==> src/rtl/prog_delay_line_if.sv <==
// Handshake/config bundle for prog_delay_line.
// i_en exists only when PROG_DELAY_STALL_EN is defined.
interface prog_delay_line_if #(
  parameter int unsigned WIDTH   = 8,
  parameter int unsigned DEPTH_W = 5
);
  logic [WIDTH-1:0]   i_data;
  logic               i_cfg_we;
  logic [DEPTH_W-1:0] i_cfg_depth;
`ifdef PROG_DELAY_STALL_EN
  logic               i_en;
`endif
  logic [WIDTH-1:0]   o_data;
  logic               o_valid;
  logic [DEPTH_W-1:0] o_depth;

  modport master (
    output i_data, i_cfg_we, i_cfg_depth,
`ifdef PROG_DELAY_STALL_EN
    output i_en,
`endif
    input  o_data, o_valid, o_depth
  );

  modport slave (
    input  i_data, i_cfg_we, i_cfg_depth,
`ifdef PROG_DELAY_STALL_EN
    input  i_en,
`endif
    output o_data, o_valid, o_depth
  );
endinterface

==> src/rtl/prog_delay_line.sv <==
// Run-time programmable delay line built on a MAX_DEPTH-entry ring buffer.
// Optional advance enable (i_en) is compiled in with PROG_DELAY_STALL_EN.
module prog_delay_line #(
  parameter int unsigned WIDTH         = 8,
  parameter int unsigned MAX_DEPTH     = 16,
  parameter int unsigned DEFAULT_DEPTH = 2
) (
  input  logic              clk,
  input  logic              rst,
  prog_delay_line_if.slave  bus
);
  localparam int unsigned AW = $clog2(MAX_DEPTH);
  localparam int unsigned DW = AW + 1;

  logic [WIDTH-1:0] mem_q [MAX_DEPTH];
  logic [AW-1:0]    wp_q, wp_d;
  logic [DW-1:0]    fc_q, fc_d;
  logic [DW-1:0]    depth_q, depth_d;
  logic [DW-1:0]    cfg_clamped;
  logic             valid_q, valid_d;
  logic             adv;
  logic [AW-1:0]    rd_idx;
  int unsigned      rd_int;

  always_comb begin
`ifdef PROG_DELAY_STALL_EN
    adv = ~rst & bus.i_en;
`else
    adv = ~rst;
`endif
  end

  always_comb begin
    if (bus.i_cfg_depth == '0)
      cfg_clamped = DW'(1);
    else if (bus.i_cfg_depth > DW'(MAX_DEPTH))
      cfg_clamped = DW'(MAX_DEPTH);
    else
      cfg_clamped = bus.i_cfg_depth;
  end

  // Combinational read of the current contents gives read-before-write at
  // depth == MAX_DEPTH, where the read slot equals the slot being written.
  always_comb begin
    rd_int = 32'(wp_q) + MAX_DEPTH - 32'(depth_q);
    if (rd_int >= MAX_DEPTH)
      rd_int = rd_int - MAX_DEPTH;
    rd_idx = AW'(rd_int);
  end

  always_comb begin
    wp_d    = wp_q;
    fc_d    = fc_q;
    depth_d = depth_q;
    if (adv)
      wp_d = (wp_q == AW'(MAX_DEPTH - 1)) ? '0 : wp_q + AW'(1);
    // A reconfiguring cycle that also advances supplies the first new sample.
    if (bus.i_cfg_we) begin
      depth_d = cfg_clamped;
      fc_d    = adv ? DW'(1) : '0;
    end else if (adv && (fc_q < depth_q)) begin
      fc_d = fc_q + DW'(1);
    end
    valid_d = (fc_d == depth_d);
  end

  always_ff @(posedge clk) begin
    if (rst) begin
      wp_q    <= '0;
      fc_q    <= '0;
      depth_q <= DW'(DEFAULT_DEPTH);
      valid_q <= 1'b0;
    end else begin
      wp_q    <= wp_d;
      fc_q    <= fc_d;
      depth_q <= depth_d;
      valid_q <= valid_d;
    end
  end

  always_ff @(posedge clk) begin
    if (adv)
      mem_q[wp_q] <= bus.i_data;
  end

  assign bus.o_data  = valid_q ? mem_q[rd_idx] : '0;
  assign bus.o_valid = valid_q;
  assign bus.o_depth = depth_q;
endmodule

==> src/flat_wrapper.sv <==
// flat-port wrapper written by rule: the top's interface ports become plain ports
module prog_delay_line_flat 
#(
  parameter int unsigned WIDTH         = 8,
  parameter int unsigned MAX_DEPTH     = 16,
  parameter int unsigned DEFAULT_DEPTH = 2
)
  (clk, rst, bus_i_data, bus_i_cfg_we, bus_i_cfg_depth, bus_o_data, bus_o_valid, bus_o_depth);
  prog_delay_line_if #(.WIDTH(WIDTH), .DEPTH_W(5)) bus_i ();
  input  logic clk;
  input  logic rst;
  input wire logic [$bits(bus_i.i_data)-1:0] bus_i_data;
  input wire logic [$bits(bus_i.i_cfg_we)-1:0] bus_i_cfg_we;
  input wire logic [$bits(bus_i.i_cfg_depth)-1:0] bus_i_cfg_depth;
  output wire logic [$bits(bus_i.o_data)-1:0] bus_o_data;
  output wire logic [$bits(bus_i.o_valid)-1:0] bus_o_valid;
  output wire logic [$bits(bus_i.o_depth)-1:0] bus_o_depth;
  assign bus_i.i_data = bus_i_data;
  assign bus_i.i_cfg_we = bus_i_cfg_we;
  assign bus_i.i_cfg_depth = bus_i_cfg_depth;
  assign bus_o_data = bus_i.o_data;
  assign bus_o_valid = bus_i.o_valid;
  assign bus_o_depth = bus_i.o_depth;
  prog_delay_line #(.WIDTH(WIDTH), .MAX_DEPTH(MAX_DEPTH), .DEFAULT_DEPTH(DEFAULT_DEPTH)) u_core (.clk(clk), .rst(rst), .bus(bus_i));
endmodule
==> config.mk <==
export PLATFORM = sky130hd
export DESIGN_NAME = prog_delay_line_flat
export DESIGN_NICKNAME = d
export VERILOG_FILES = /design/src/rtl/prog_delay_line_if.sv /design/src/rtl/prog_delay_line.sv /design/src/flat_wrapper.sv
export SDC_FILE = /design/constraint.sdc
export NUM_CORES = 1
export LEC_CHECK = 0
export BUFFER_PORTS_ARGS = -buffer_cell sky130_fd_sc_hd__buf_2
export CAP_MARGIN = 20
export CORE_ASPECT_RATIO = 1.25
export CORE_UTILIZATION = 57
export CTS_BUF_LIST = sky130_fd_sc_hd__clkbuf_2
export CTS_CLUSTER_SIZE = 28
export DETAILED_ROUTE_END_ITERATION = 12
export GPL_ROUTABILITY_DRIVEN = 0
export GPL_TIMING_DRIVEN = 0
export PLACE_DENSITY = 0.77
export SKIP_LAST_GASP = 1
export SLEW_MARGIN = 20
export SYNTH_ARGS = -nofsm -noshare
export SYNTH_HDL_FRONTEND = slang
export SYNTH_SLANG_ARGS = --single-unit
export TNS_END_PERCENT = 100
==> constraint.sdc <==
create_clock -name clk -period 2.9 [get_ports clk]
set_input_delay 0.58 -clock clk [delete_from_list [all_inputs] [get_ports clk]]
set_output_delay 0.58 -clock clk [all_outputs]
set_load 0.05 [all_outputs]
* Word level (Yosys, flattened, before mapping)
Memory sizes are Yosys's and may differ from the RTL's.
Cells that the tools add are included.
Widths: inputs -> output; s select.
** Cells by class
- Add/subtract/negate cells :: 5
- Equality and inequality tests :: 2
- $lt $le $gt $ge :: 3
- Bitwise logic cells :: 1
- Muxes and demuxes :: 9
- Reduce and logical (&&, ||, !) cells :: 3
** Operator list (count)
- $ge 32x5->1 const B :: 1
- $mux 5 :: 5
- $mux 8 :: 1
- $sub 6x5->7 :: 1
- $add 4x5->6 const B :: 1
- $add 5x1->5 const B :: 1
- $eq 5x5->1 :: 1
- $gt 5x5->1 const B :: 1
- $logic_not 5->1 :: 1
- $lt 5x5->1 :: 1
- $add 4x1->4 const B :: 1
- $eq 4x4->1 const B :: 1
- $mux 4 :: 1
- $sub 4x1->4 const B :: 1
- $mux 1 :: 2
- $reduce_or 2->1 :: 1
- $logic_and 1x1->1 :: 1
- $not 1->1 :: 1
** Word-level totals
- Word-level logic and storage cells :: 28
- Memory bits (writable) :: 128
- Output and inout port bits :: 14
- Input port bits :: 16
- Memories kept :: 1
- Flip-flop bits (word level) :: 15
** Memory list
- u_core.mem_q :: words 16, bits a word 8, read ports 1, clocked after Yosys merged registers in 0, write ports 1, line prog_delay_line.sv:15 : logic [WIDTH-1:0] mem_q [MAX_DEPTH];

* Logic depth before layout (Yosys ltp)
Gate-level depths: netlist of the first run.
An unclocked memory read counts as a cell.
- Word-level depth :: 6
- Mapped depth :: 9
- Depth with buffers taken out :: 9

* Worst setup path after synthesis of the first run
No wires, ideal clock.
- Kind :: register to output
- From :: register u_core.depth_q[0], in the netlist u_core.bus.o_depth[0]
- To :: output bus_o_data[0]
- Cell stages (with the launch flop) :: 8
- Arrival :: 2.586 ns
- Path buffers :: 1
- Required time :: 2.320 ns
- Slack :: -0.266 ns
- Cells stage by stage :: dfxtp_1 > ha_1 > fa_1 > buf_1 > mux4_2 > nand2_1 > nand3_1 > and3_1
** On the way
- Word-level cells in the longest chain between the ends :: 5
- Elaborated cells between the ends (all ways) :: 6
- Classes of those cells :: 2 x add/sub; 1 x order compare; 2 x mux; 1 x memory
** RTL lines
- from (decl) :: line prog_delay_line.sv:18 : logic [DW-1:0] depth_q, depth_d;
- from (signal assigned) :: line prog_delay_line.sv:71 : depth_q <= DW'(DEFAULT_DEPTH);
- from (signal assigned) :: line prog_delay_line.sv:76 : depth_q <= depth_d;
- $sub 6x5->7 * :: line prog_delay_line.sv:45 : rd_int = 32'(wp_q) + MAX_DEPTH - 32'(depth_q);
- $ge 32x5->1 / $sub 4x1->4 (equally long branches) :: line prog_delay_line.sv:46, prog_delay_line.sv:47
- $mux 4 * :: line prog_delay_line.sv:46 : if (rd_int >= MAX_DEPTH)
- $mem_v2 16x8 *
- $mux 8 * :: line prog_delay_line.sv:86 : assign bus.o_data = valid_q ? mem_q[rd_idx] : '0;
- to (decl) :: line flat_wrapper.sv:15 : output wire logic [$bits(bus_i.o_data)-1:0] bus_o_data;
Every way passes the cells marked *; elsewhere a longest branch is shown, timed or not.

* Final worst setup path of the first run
- From :: register u_core.wp_q[0]
- To :: output bus_o_data[5]
** On the way
- Word-level cells in the longest chain between the ends :: 6
- Elaborated cells between the ends (all ways) :: 7
- Classes of those cells :: 3 x add/sub; 1 x order compare; 2 x mux; 1 x memory
** RTL lines
- from (decl) :: line prog_delay_line.sv:16 : logic [AW-1:0] wp_q, wp_d;
- from (signal assigned) :: line prog_delay_line.sv:74 : wp_q <= wp_d;
- $add 4x5->6 * :: line prog_delay_line.sv:45
- $sub 6x5->7 * :: line prog_delay_line.sv:45
- $ge 32x5->1 / $sub 4x1->4 (equally long branches) :: line prog_delay_line.sv:46, prog_delay_line.sv:47
- $mux 4 * :: line prog_delay_line.sv:46
- $mem_v2 16x8 *
- $mux 8 * :: line prog_delay_line.sv:86
Marks and branches as above.

==> metrics.txt, run 1 <==
Worst-Margin Slew about 900 ps; P&R area growth vs syn 16.8%; # diodes 0; violated checks setup timing; FF-to-FF setup slack 540 ps; critical path class register to output port; final worst slack -742 ps; largest net degree at the start of global routing 17; commonest non-fill, non-tap cell in the layout edfxtp_1; vias per inst 6.11; dominant combinational cell family by area after synthesis multiplexers; status complete, but fails checks; first-pass GRT wire length 19700 µm; worst min path class input port to register; Syn Nets between 300 and 400; initial drt markers 285; Residual DRC 0; Tcrit/Tclk final 126%; hold path start bus_i_cfg_depth[3]; post-synthesis cell type count between 40 and 50; area leader, netlist edfxtp_1; Routed WL per cell 22.4 µm; number of max-cap violations 0; Post-synth EDFFs 128; CTS clk-pin slew, worst paths around 210 ps; Min Hold Slack approximately 160 ps; WP data required about 2300 ps; I/O Pins 30; hold-fix buffers at CTS 0; IO buf count 29; clk buf depth 2; clock tree sinks around 140; setup TNS -5560 ps; Clock Latency Late Sink 680 ps; root buffer cell clkbuf_2; largest cells by area after synthesis edfxtp_1 (64%), mux4_2 (12%), dfxtp_1 (5.0%); final cell count without fillers 563; CTS Buf Count 17; share of cells above drive strength 1 36.6%; Via Count ~3400; Setup-failing EPs final 8; CP arrival between 3000 and 4000 ps; DRT Pass-1 Iters 4; most frequent cells in the layout edfxtp_1 (128), mux4_2 (32), nand2_1 (31); unrepaired setup endpoints after global routing yes; asr flop ratio synth 0%; final wirelength 12600 µm; Leak around 2.4 nW; Final Skew ~26 ps; Post-Syn Instances 360; CTS H-tree lvls 4; Crit. Startpoint u_core.wp_q[0]; synth warn 0; crit start category register; gr ovfl total 0; Reg2Reg Depth 9; Top FF cell, synth edfxtp_1; Layout Nets 450; Final Hold Viols 0; Die ar. roughly 11000 µm²; WHS Endpoint u_core.bus.o_depth[3]; Antenna Violating Nets Remaining 0; Die Y around 120 µm; Synth top area share 64.0%; complex-gate fraction of the synthesized area 2.71%; vias in the first global route between 3000 and 4000; fin crit period 3640 ps; hold-critical path depth 3; Initial Util between 50% and 60%; Mapped Avg Cell Area 16.7 µm²; multiplexer area fraction after synthesis between 10% and 20%; Worst Setup End Kind output port; Die Width 93.8 µm; PwrDens between 600 and 700 nW/µm²; DP Wirelength 8220 µm; Max Fclk 275 MHz; worst reg2reg endpoint u_core.bus.o_valid; Post-Synth Adder-Cell Area 2.83%; max_slew headroom between 30% and 40%; CTS tree yes; Yosys reg bits 143; Seq/Total Area, Yosys between 60 and 70%; core area ~10000 µm²; CP max FO 5; peak supply drop 0.000299 V; number of fill cells in the layout roughly 680; placed cell count approximately 520; gr usage total between 20% and 30%; Synth Area in Simple Gates 9.16%; Netlist Area Pre-Place around 6000 µm²; worst r2r src u_core.bus.o_depth[2]; post-synthesis xor/xnor area fraction 1.90%; placement row count 41; Max Slew Vio Count 0; initial antenna violation count 0
[sequential cells by signal, indices dropped and copies added (netlist names)]
| signal | cells |
|---|---|
| u_core.bus.o_valid | 1 |
| u_core.bus.o_depth | 5 |
| u_core.fc_q | 5 |
| u_core.mem_q | 128 |
| u_core.wp_q | 4 |
[area by class of cell]
class	count	area, µm²	share of cell area [%]
flip-flops and latches	143	4150	59.2
multi-input cells	193	1910	27.2
repair buffers	43	374	5.33
clock inverters	14	190	2.71
well taps	129	161	2.30
plain buffers	14	101	1.44
clock buffers	18	90.1	1.28
inverters	9	36.3	0.517
[report_power, final]
part           switching (mW)  internal (mW)
clock                   0.712          0.569
combinational           0.439          0.360
sequential             0.0195           2.28
total                    1.17           3.21
[cell usage after synthesis, types with 9 or more instances]
cell type	instances
nor3_1	12
and3_1	9
nor2_1	19
mux4_2	32
nand2_1	40
nand3b_1	9
ha_1	12
inv_1	9
dfxtp_1	15
nand3_1	11
edfxtp_1	128
[kinds of logic (layout without fill, tap and decap cells)]
kind of cell,count (synthesis),count (layout)
buffers and inverters,24,98
adders and majority gates,13,13
AOI/OAI and AO/OA,20,20
DFF,143,143
xor gates and xnor gates,13,13
muxes,35,35
and+or+nand+nor,112,112
[layer usage]
layer	vias up	share of wire, %	track usage [%]
li1	1518	-	-
met1	1729	38	32.7
met2	164	52	42.7
met3	27	7.1	5.56
met4	0	2.7	11.7
met5	-	0	0
[worst max-delay path: stages, from the launching register on]
cell and delay (ps):
dfxtp_2 400, inv_4 40, ha_4 150, fa_2 630, buf_6 170, buf_8 130
mux4_2 310, nand2_2 100, nand3b_1 100, and3_4 200, buf_8 140
[through the flow]
stage	cell area (µm²)	utilization [%]	total power [mW]	setup WS [ps]
floorplan	6020	-	2.77	17.5
global placement	6330	62.3	2.95	-548
detailed placement	6360	62.6	2.97	-633
CTS	7010	69.0	4.39	-788
global route	7020	69.1	4.53	-834
finish	7020	69.1	4.38	-742
[repair_timing]
item                       4_1_cts  5_1_grt
setup endpoints to repair        8        8
gates resized for setup         68        5
buffers inserted                10        2
gates cloned                     2        0
pin swaps                        9        7
[how the worst max path moves through the flow]
stage | slack (ps) | depth (start not counted) | to
after floorplan | 20 | 7 | bus_o_data[5]
after global placement | -550 | 9 | bus_o_data[4]
after detailed placement | -630 | 9 | bus_o_data[4]
after CTS | -790 | 10 | bus_o_data[5]
after global routing | -830 | 10 | bus_o_data[5]
final | -740 | 10 | bus_o_data[5]
(Power assumes the default switching activity.)
==> run 2: changes to the inputs <==
--- a/config.mk
+++ b/config.mk
@@ -5,6 +5,7 @@
 export SDC_FILE = /design/constraint.sdc
 export NUM_CORES = 1
 export LEC_CHECK = 0
+export ABC_AREA = 1
 export BUFFER_PORTS_ARGS = -buffer_cell sky130_fd_sc_hd__buf_2
 export CAP_MARGIN = 20
 export CORE_ASPECT_RATIO = 1.25
==> run 2 against run 1 <==
Against the previous run:
- the flow still finishes with violations (setup timing)
- synthesized cell count up 53%
- hold slack better by 39 ps
- clock-buffer cell count up 4
- critical path depth up 3
- area after synthesis up 3.6%
- wire length up 13%
- final cell count up 33%
- sequential share of layout area down 0.80 points
- clock power down 13%
- register-to-register slack better by 340 ps
- critical path type unchanged
- critical endpoint is now bus_o_data[4]
- largest cell class unchanged
==> metrics.txt, run 2 <==
Synth top area share 61.7% (-2.2 points); number of fill cells in the layout 808 (+20%); Die ar. 11300 µm² (+3.5%); I/O Pins 30 (unchanged); initial antenna violation count 0 (unchanged); gr ovfl total 0 (unchanged); crit start category register; Worst Setup End Kind output port; WP data required 2320 ps (about the same); max FFs per register 128 (unchanged); clk buf depth 2 (unchanged); Residual DRC 0 (unchanged); pre-CTS WS -538 ps (+94.8 ps); DRT Pass-1 Iters 6 (+2); Worst-Margin Slew 811 ps (-85.5 ps); count leader, synth nand2_1; final cell count without fillers 751 (+33%); critical path class register to output port; worst min path class input port to register; peak supply drop 0.000308 V (+3.2%); CP max FO 6 (+1); Worst Path Buf+Inv 4 (unchanged); CTS Buf Count 17 (unchanged); Post-Syn Instances 551 (+53%); placement row count 42 (+2.4%); Setup-failing EPs final 8 (unchanged); Antenna Violating Nets Remaining 0 (unchanged); crit path max-delay cell type fa_2; synth warn 0 (unchanged); vias in the first global route 4352 (+24%); commonest cells in the netlist nand2_1 (178), edfxtp_1 (128), a21oi_1 (43); vias per inst 5.84 (-4.4%); P&R area growth vs syn 14.2%; largest net degree at the start of global routing 17 (unchanged); Max Fclk 284 MHz (+3.3%); Final Hold Viols 0 (unchanged); Post-synth EDFFs 128 (unchanged); hold-fix buffers at CTS 0 (unchanged); initial drt markers 338 (+19%); Via Count 4385 (+28%); Routed WL per cell 19.0 µm (-15%); asr flop ratio synth 0% (unchanged); Syn Nets 580 (+49%); Yosys reg bits 143 (unchanged); cell repeated most along the worst path nand2_1; Top FF cell, synth edfxtp_1; commonest non-fill, non-tap cell in the layout nand2_1; share of cells above drive strength 1 21.5% (-15 points); fin crit period 3520 ps (-117 ps); CP delay by family, top adder cells; Die Width 95.5 µm (+1.7%); clock tree sinks 143 (unchanged); max incr delay on CP 560 ps (-70 ps); Final Util 67.0% (-2.1 points); CP arrival 2940 ps (-120 ps); setup TNS -4830 ps (+737 ps); unrepaired setup endpoints after global routing yes; area leader, netlist edfxtp_1; Mapped Avg Cell Area 11.3 µm² (-32%); crit path cell chain inv_4 -> ha_4 -> fa_2 -> buf_6 -> buf_6 -> a21oi_1 -> a32o_2 -> nand2_1 -> o21ai_1 -> nand2_1 -> nand2_1 -> nor2_4 -> buf_8; Tcrit/Tclk final 122% (-4.0 points); largest register by flop count u_core.mem_q; Final Skew 20.2 ps (-5.35 ps); Layout Nets 635 (+41%); DP Wirelength 9690 µm (+18%); CTS H-tree lvls 4 (unchanged); root buffer cell clkbuf_2; final worst slack -625 ps (+117 ps); Max Slew Vio Count 0 (unchanged); gr usage total 27.0% (+1.4 points); Clock Latency Late Sink 670 ps (about the same); post-synthesis cell type count 30 (-27%); first-pass GRT wire length 22100 µm (+12%); number of max-cap violations 0 (unchanged); core area 10600 µm² (+4.5%); placed cell count 712 (+37%); largest cells by area after synthesis edfxtp_1 (62%), nand2_1 (11%), dfxtp_1 (4.8%); violated checks setup timing; status complete, but fails checks; Netlist Area Pre-Place 6220 µm² (+3.6%); IO buf count 29 (unchanged); max_slew headroom 45.8% (+5.8 points); Seq/Total Area, Yosys 66.6% (-2.4 points); CTS tree yes; PwrDens 618 nW/µm² (-0.80%); most frequent cells in the layout nand2_1 (174), edfxtp_1 (128), a21oi_1 (34), nor2_1 (34), buf_2 (32); CTS clk-pin slew, worst paths 180 ps (-30 ps); final wirelength 14300 µm (+13%); Leak 2.63 nW (+8.1%); Initial Util 58.6% (-0.51 points); Die Y 119 µm (+1.8%)
==> run 2: cell count changes after synthesis, sizes merged, moves of 11 or more <==
cell   previous run  this run
nor2             19        42
mux4             32         0
nor3             13         1
a21oi             6        43
inv               9        29
buf               7        24
nand2            40       178
o21ai             3        14
a32o              0        24
==> run 2: worst min-delay path, delay by kind of cell <==
family / cells / cell delay (ps)
buffers and inverters: 1 / 90
and+or+nand+nor: 1 / 80
AOI/OAI and AO/OA: 1 / 100
==> run 2: final cells by class <==
class | count | area (µm²) | area share [%]
Timing Repair Buffer | 36 | 274 | 3.85
Buffer | 26 | 200 | 2.82
Clock buffer | 22 | 110 | 1.55
Tap cell | 132 | 165 | 2.32
Sequential cell | 143 | 4150 | 58.4
Antenna cell | 1 | 2.50 | 0.0352
Inverter | 30 | 115 | 1.62
Multi-Input combinational cell | 352 | 1970 | 27.8
Clock inverter | 9 | 119 | 1.67
==> run 2: logic make-up after synthesis <==
logic type | synth area share, %
simple gates | 15.1
flops | 66.6
compound gates | 10.1
buf+inv | 4.30
fa+ha+maj | 2.73
xor+xnor | 1.23
==> run 2: metal layers <==
| layer | GRT usage (%) | share of wire [%] | wire length [µm] | up-vias |
|---|---|---|---|---|
| met5 | 0 | 0 | 0 | - |
| met4 | 14.7 | 3.5 | 499 | 0 |
| met3 | 6.13 | 6.8 | 964 | 41 |
| met2 | 46.1 | 52 | 7490 | 217 |
| met1 | 30.9 | 37 | 5320 | 2069 |
| li1 | - | - | - | 2058 |
==> run 2: path summary, 6_finish.rpt <==
kind / slack, ps / cells past startpoint / start / to
max: -620 / 13 / u_core.wp_q[0] / bus_o_data[4]
min: 200 / 3 / bus_i_cfg_depth[1] / u_core.bus.o_depth[1]
max reg2reg: 880 / 12 / u_core.bus.o_depth[1] / u_core.bus.o_valid
min reg2reg: 570 / 2 / u_core.wp_q[0] / u_core.wp_q[0]
==> run 2: what timing repair did <==
| item | in CTS | in global routing |
|---|---|---|
| endpoints found under the setup margin | 8 | 8 |
| pin swaps | 5 | 2 |
| setup buffers | 4 | 1 |
| cloned | 2 | 0 |
| gates resized for setup | 55 | 17 |
==> run 2: power by group <==
group,switching [mW],internal (mW)
logic,0.627,0.362
clock network,0.629,0.484
registers,0.0178,2.28
total,1.27,3.12
==> run 2: per-stage QoR <==
step | power (mW) | instance area (µm²) | hold WS (ps)
after floorplan | 2.93 | 6290 | 444
after global placement | 3.15 | 6600 | 465
after detailed placement | 3.18 | 6600 | 477
after CTS | 4.37 | 7050 | 136
after global routing | 4.58 | 7110 | 139
final | 4.40 | 7110 | 202
==> run 3: changes to the inputs <==
==> constraint.sdc (replaced) <==
create_clock -name clk -period 2.9 [get_ports clk]
set_input_delay 0.725 -clock clk [delete_from_list [all_inputs] [get_ports clk]]
set_output_delay 0.725 -clock clk [all_outputs]
set_load 0.05 [all_outputs]
==> run 3 against run 2 <==
Against the previous run:
- the flow still finishes with violations (setup timing)
- sequential share of layout area decreased by 0.50 points
- non-clock buffer count increased by 2
- largest power group unchanged
- power increased by 3.5%
- clock-buffer cell count increased by 2
- die area unchanged
- critical path depth unchanged
- wire length about the same
- critical path type unchanged
- hold slack improved by 110 ps
- global-route usage decreased by 0.41 points
- combinational power about the same
- first-iteration DRC count decreased by 18%
- sequential power about the same
==> metrics.txt, run 3 (same netlist as run 2, synthesis figures left out) <==
Power, Total 4.55 mW (+3.5%); met2 Track Usage GR 44.2% (-1.9 points); P&R area growth vs syn 15.2%; worst min path class input port to register; IO buf count 29 (unchanged); Max Slew Vio Count 0 (unchanged); number of max-cap violations 0 (unchanged); fin crit period 3700 ps (+174 ps); CTS tree yes; Worst-Margin Slew 845 ps (+33.9 ps); FF-to-FF setup slack 860 ps (-20 ps); Layout Nets 637 (+0.31%); Gate power share 22.3% (-0.2 points); PwrDens 635 nW/µm² (+2.6%); Leak 2.67 nW (+1.4%); Residual DRC 0 (unchanged); clk buf depth 2 (unchanged); final worst slack -799 ps (-174 ps); largest register by flop count u_core.mem_q; max_slew headroom 43.5% (-2.3 points); Reg2Reg Depth 5 (-7); WP data required 2170 ps (-150 ps); gr ovfl total 0 (unchanged); initial antenna violation count 0 (unchanged); met1 GRT Util 31.4% (+0.52 points); initial drt markers 277 (-18%); hold-critical path depth 3 (unchanged); share of cells above drive strength 1 22.5% (+1.0 points); net switching power 1.31 mW (+2.5%); CTS Buf Count 17 (unchanged); gr busiest metal met2; CTS clk-pin slew, worst paths 190 ps (about the same); DP Wirelength 9310 µm (-3.9%); vias per inst 5.80 (-0.61%); Seq pwr share 50.4% (-1.8 points); CP arrival 2970 ps (+30 ps); WHS Endpoint u_core.bus.o_depth[1]; Setup-failing EPs final 8 (unchanged); Routed WL per cell 19.0 µm (-0.25%); Max Fclk 270 MHz (-4.7%); gr usage total 26.6% (-0.41 points); largest net degree at the start of global routing 17 (unchanged); fin area 7170 µm² (+0.90%); core area 10600 µm² (unchanged); clock tree sinks 143 (unchanged); vias in the first global route 4268 (-1.9%); final cell count without fillers 753 (+0.27%); Tcrit/Tclk final 128% (+6.0 points); # diodes 0 (-1); first-pass GRT wire length 21600 µm (-2.1%); most frequent cells in the layout nand2_1 (170), edfxtp_1 (128), a21oi_1 (34), nor2_1 (34), buf_2 (33); worst r2r src u_core.wp_q[0]; grt met3 use 6.77% (+0.64 points); Clk network pwr share 27.3% (+2.0 points); Initial Util 58.6% (unchanged); Final Hold Viols 0 (unchanged); Net Sw Frac 28.7% (-0.28 points); DRT Pass-1 Iters 5 (-1); root buffer cell clkbuf_2; Antenna Violating Nets Remaining 0 (unchanged); violated checks setup timing; Worst Setup End Kind output port; Die Width 95.5 µm (unchanged); Post-Place Cell Area 6610 µm² (+0.17%); unrepaired setup endpoints after global routing yes; CTS H-tree lvls 4 (unchanged); hold path start bus_i_cfg_depth[1]; peak supply drop 0.000298 V (-3.2%); crit start category register; worst reg2reg endpoint u_core.mem_q[3][6]; Die Y 119 µm (unchanged); Die ar. 11300 µm² (unchanged); Via Count 4370 (-0.34%); I/O Pins 30 (unchanged); placement row count 42 (unchanged); commonest non-fill, non-tap cell in the layout nand2_1; Final Skew 37.3 ps (+17.0 ps); final wirelength 14300 µm (about the same); CP max FO 6 (unchanged); number of fill cells in the layout 736 (-8.9%); cell internal pwr 3.25 mW (+3.9%); placed cell count 712 (unchanged); hold-fix buffers at CTS 0 (unchanged); critical path class register to output port; max FFs per register 128 (unchanged); status complete, but fails checks; Clock Latency Late Sink 710 ps (+40 ps)
run 3: cell count changes in the layout (fill, tap and decap cells not counted), moves of 2 or more:
cell      previous run  this run
clkinv_2             5         2
clkbuf_2            22        24
nand2_2              4         8
a32oi_2              4         1
nand2_1            174       170
a32oi_1              4         7
run 3: critical path, stage by stage, from the launching register on:
cell     delay (ps)
dfxtp_2         390
inv_4            40
ha_4            150
fa_2            570
buf_8           160
buf_8           130
a21oi_1          50
a32o_2          240
nand2_1          70
o21ai_1          60
nand2_1          80
nand2_2          70
nor2_4           90
buf_6           160
run 3: per-layer routing:
| metal | routed length, µm | vias up |
|---|---|---|
| met3 | 878 | 49 |
| met2 | 7270 | 195 |
| met1 | 5530 | 2076 |
| li1 | - | 2050 |
| met4 | 593 | 0 |
| met5 | 0 | - |
run 3: final cells by class:
type                            instances  area (µm²)  area share (%)
Sequential cell                       143        4150            57.9
Multi-Input combinational cell        352        1970            27.4
Timing Repair Buffer                   38         303            4.22
Buffer                                 26         211            2.95
Tap cell                              132         165            2.30
Clock inverter                          8         141            1.97
Clock buffer                           24         120            1.67
Inverter                               30         115            1.60
run 3: how the worst max path moves through the flow:
stage          depth (start not counted)  slack, ps                  start            end
6_report                              13       -800         u_core.wp_q[0]  bus_o_data[6]
5_1_grt                               13       -950         u_core.wp_q[0]  bus_o_data[7]
4_1_cts                               10       -900         u_core.wp_q[0]  bus_o_data[4]
3_5_place_dp                          10       -490         u_core.wp_q[0]  bus_o_data[4]
3_3_place_gp                          10       -420         u_core.wp_q[0]  bus_o_data[4]
2_1_floorplan                         11         20  u_core.bus.o_depth[0]  bus_o_data[3]
run 3: power groups by stage:
stage	Clock, mW	Combinational, mW	Sequential [mW]
CTS	1.25	0.970	2.29
finish	1.24	1.02	2.29
global route	1.34	1.09	2.30
detailed placement	0	0.839	2.34
floorplan	0	0.580	2.35
global placement	0	0.811	2.34
run 3: through the flow:
| step | setup TNS [ps] | hold WS, ps | util (%) | worst slack [ps] |
|---|---|---|---|---|
| 2_1_floorplan | 0 | 421 | - | 16.8 |
| 3_3_place_gp | -3080 | 440 | 62.2 | -423 |
| 3_5_place_dp | -3510 | 443 | 62.2 | -488 |
| 4_1_cts | -7060 | 247 | 66.9 | -897 |
| 5_1_grt | -7490 | 273 | 67.6 | -947 |
| 6_report | -6210 | 307 | 67.6 | -799 |
run 3: what timing repair did:
action,CTS,global route
cloned,2,0
buffers inserted,5,2
pin swaps,7,4
gates resized for setup,55,17
setup endpoints to repair,8,8
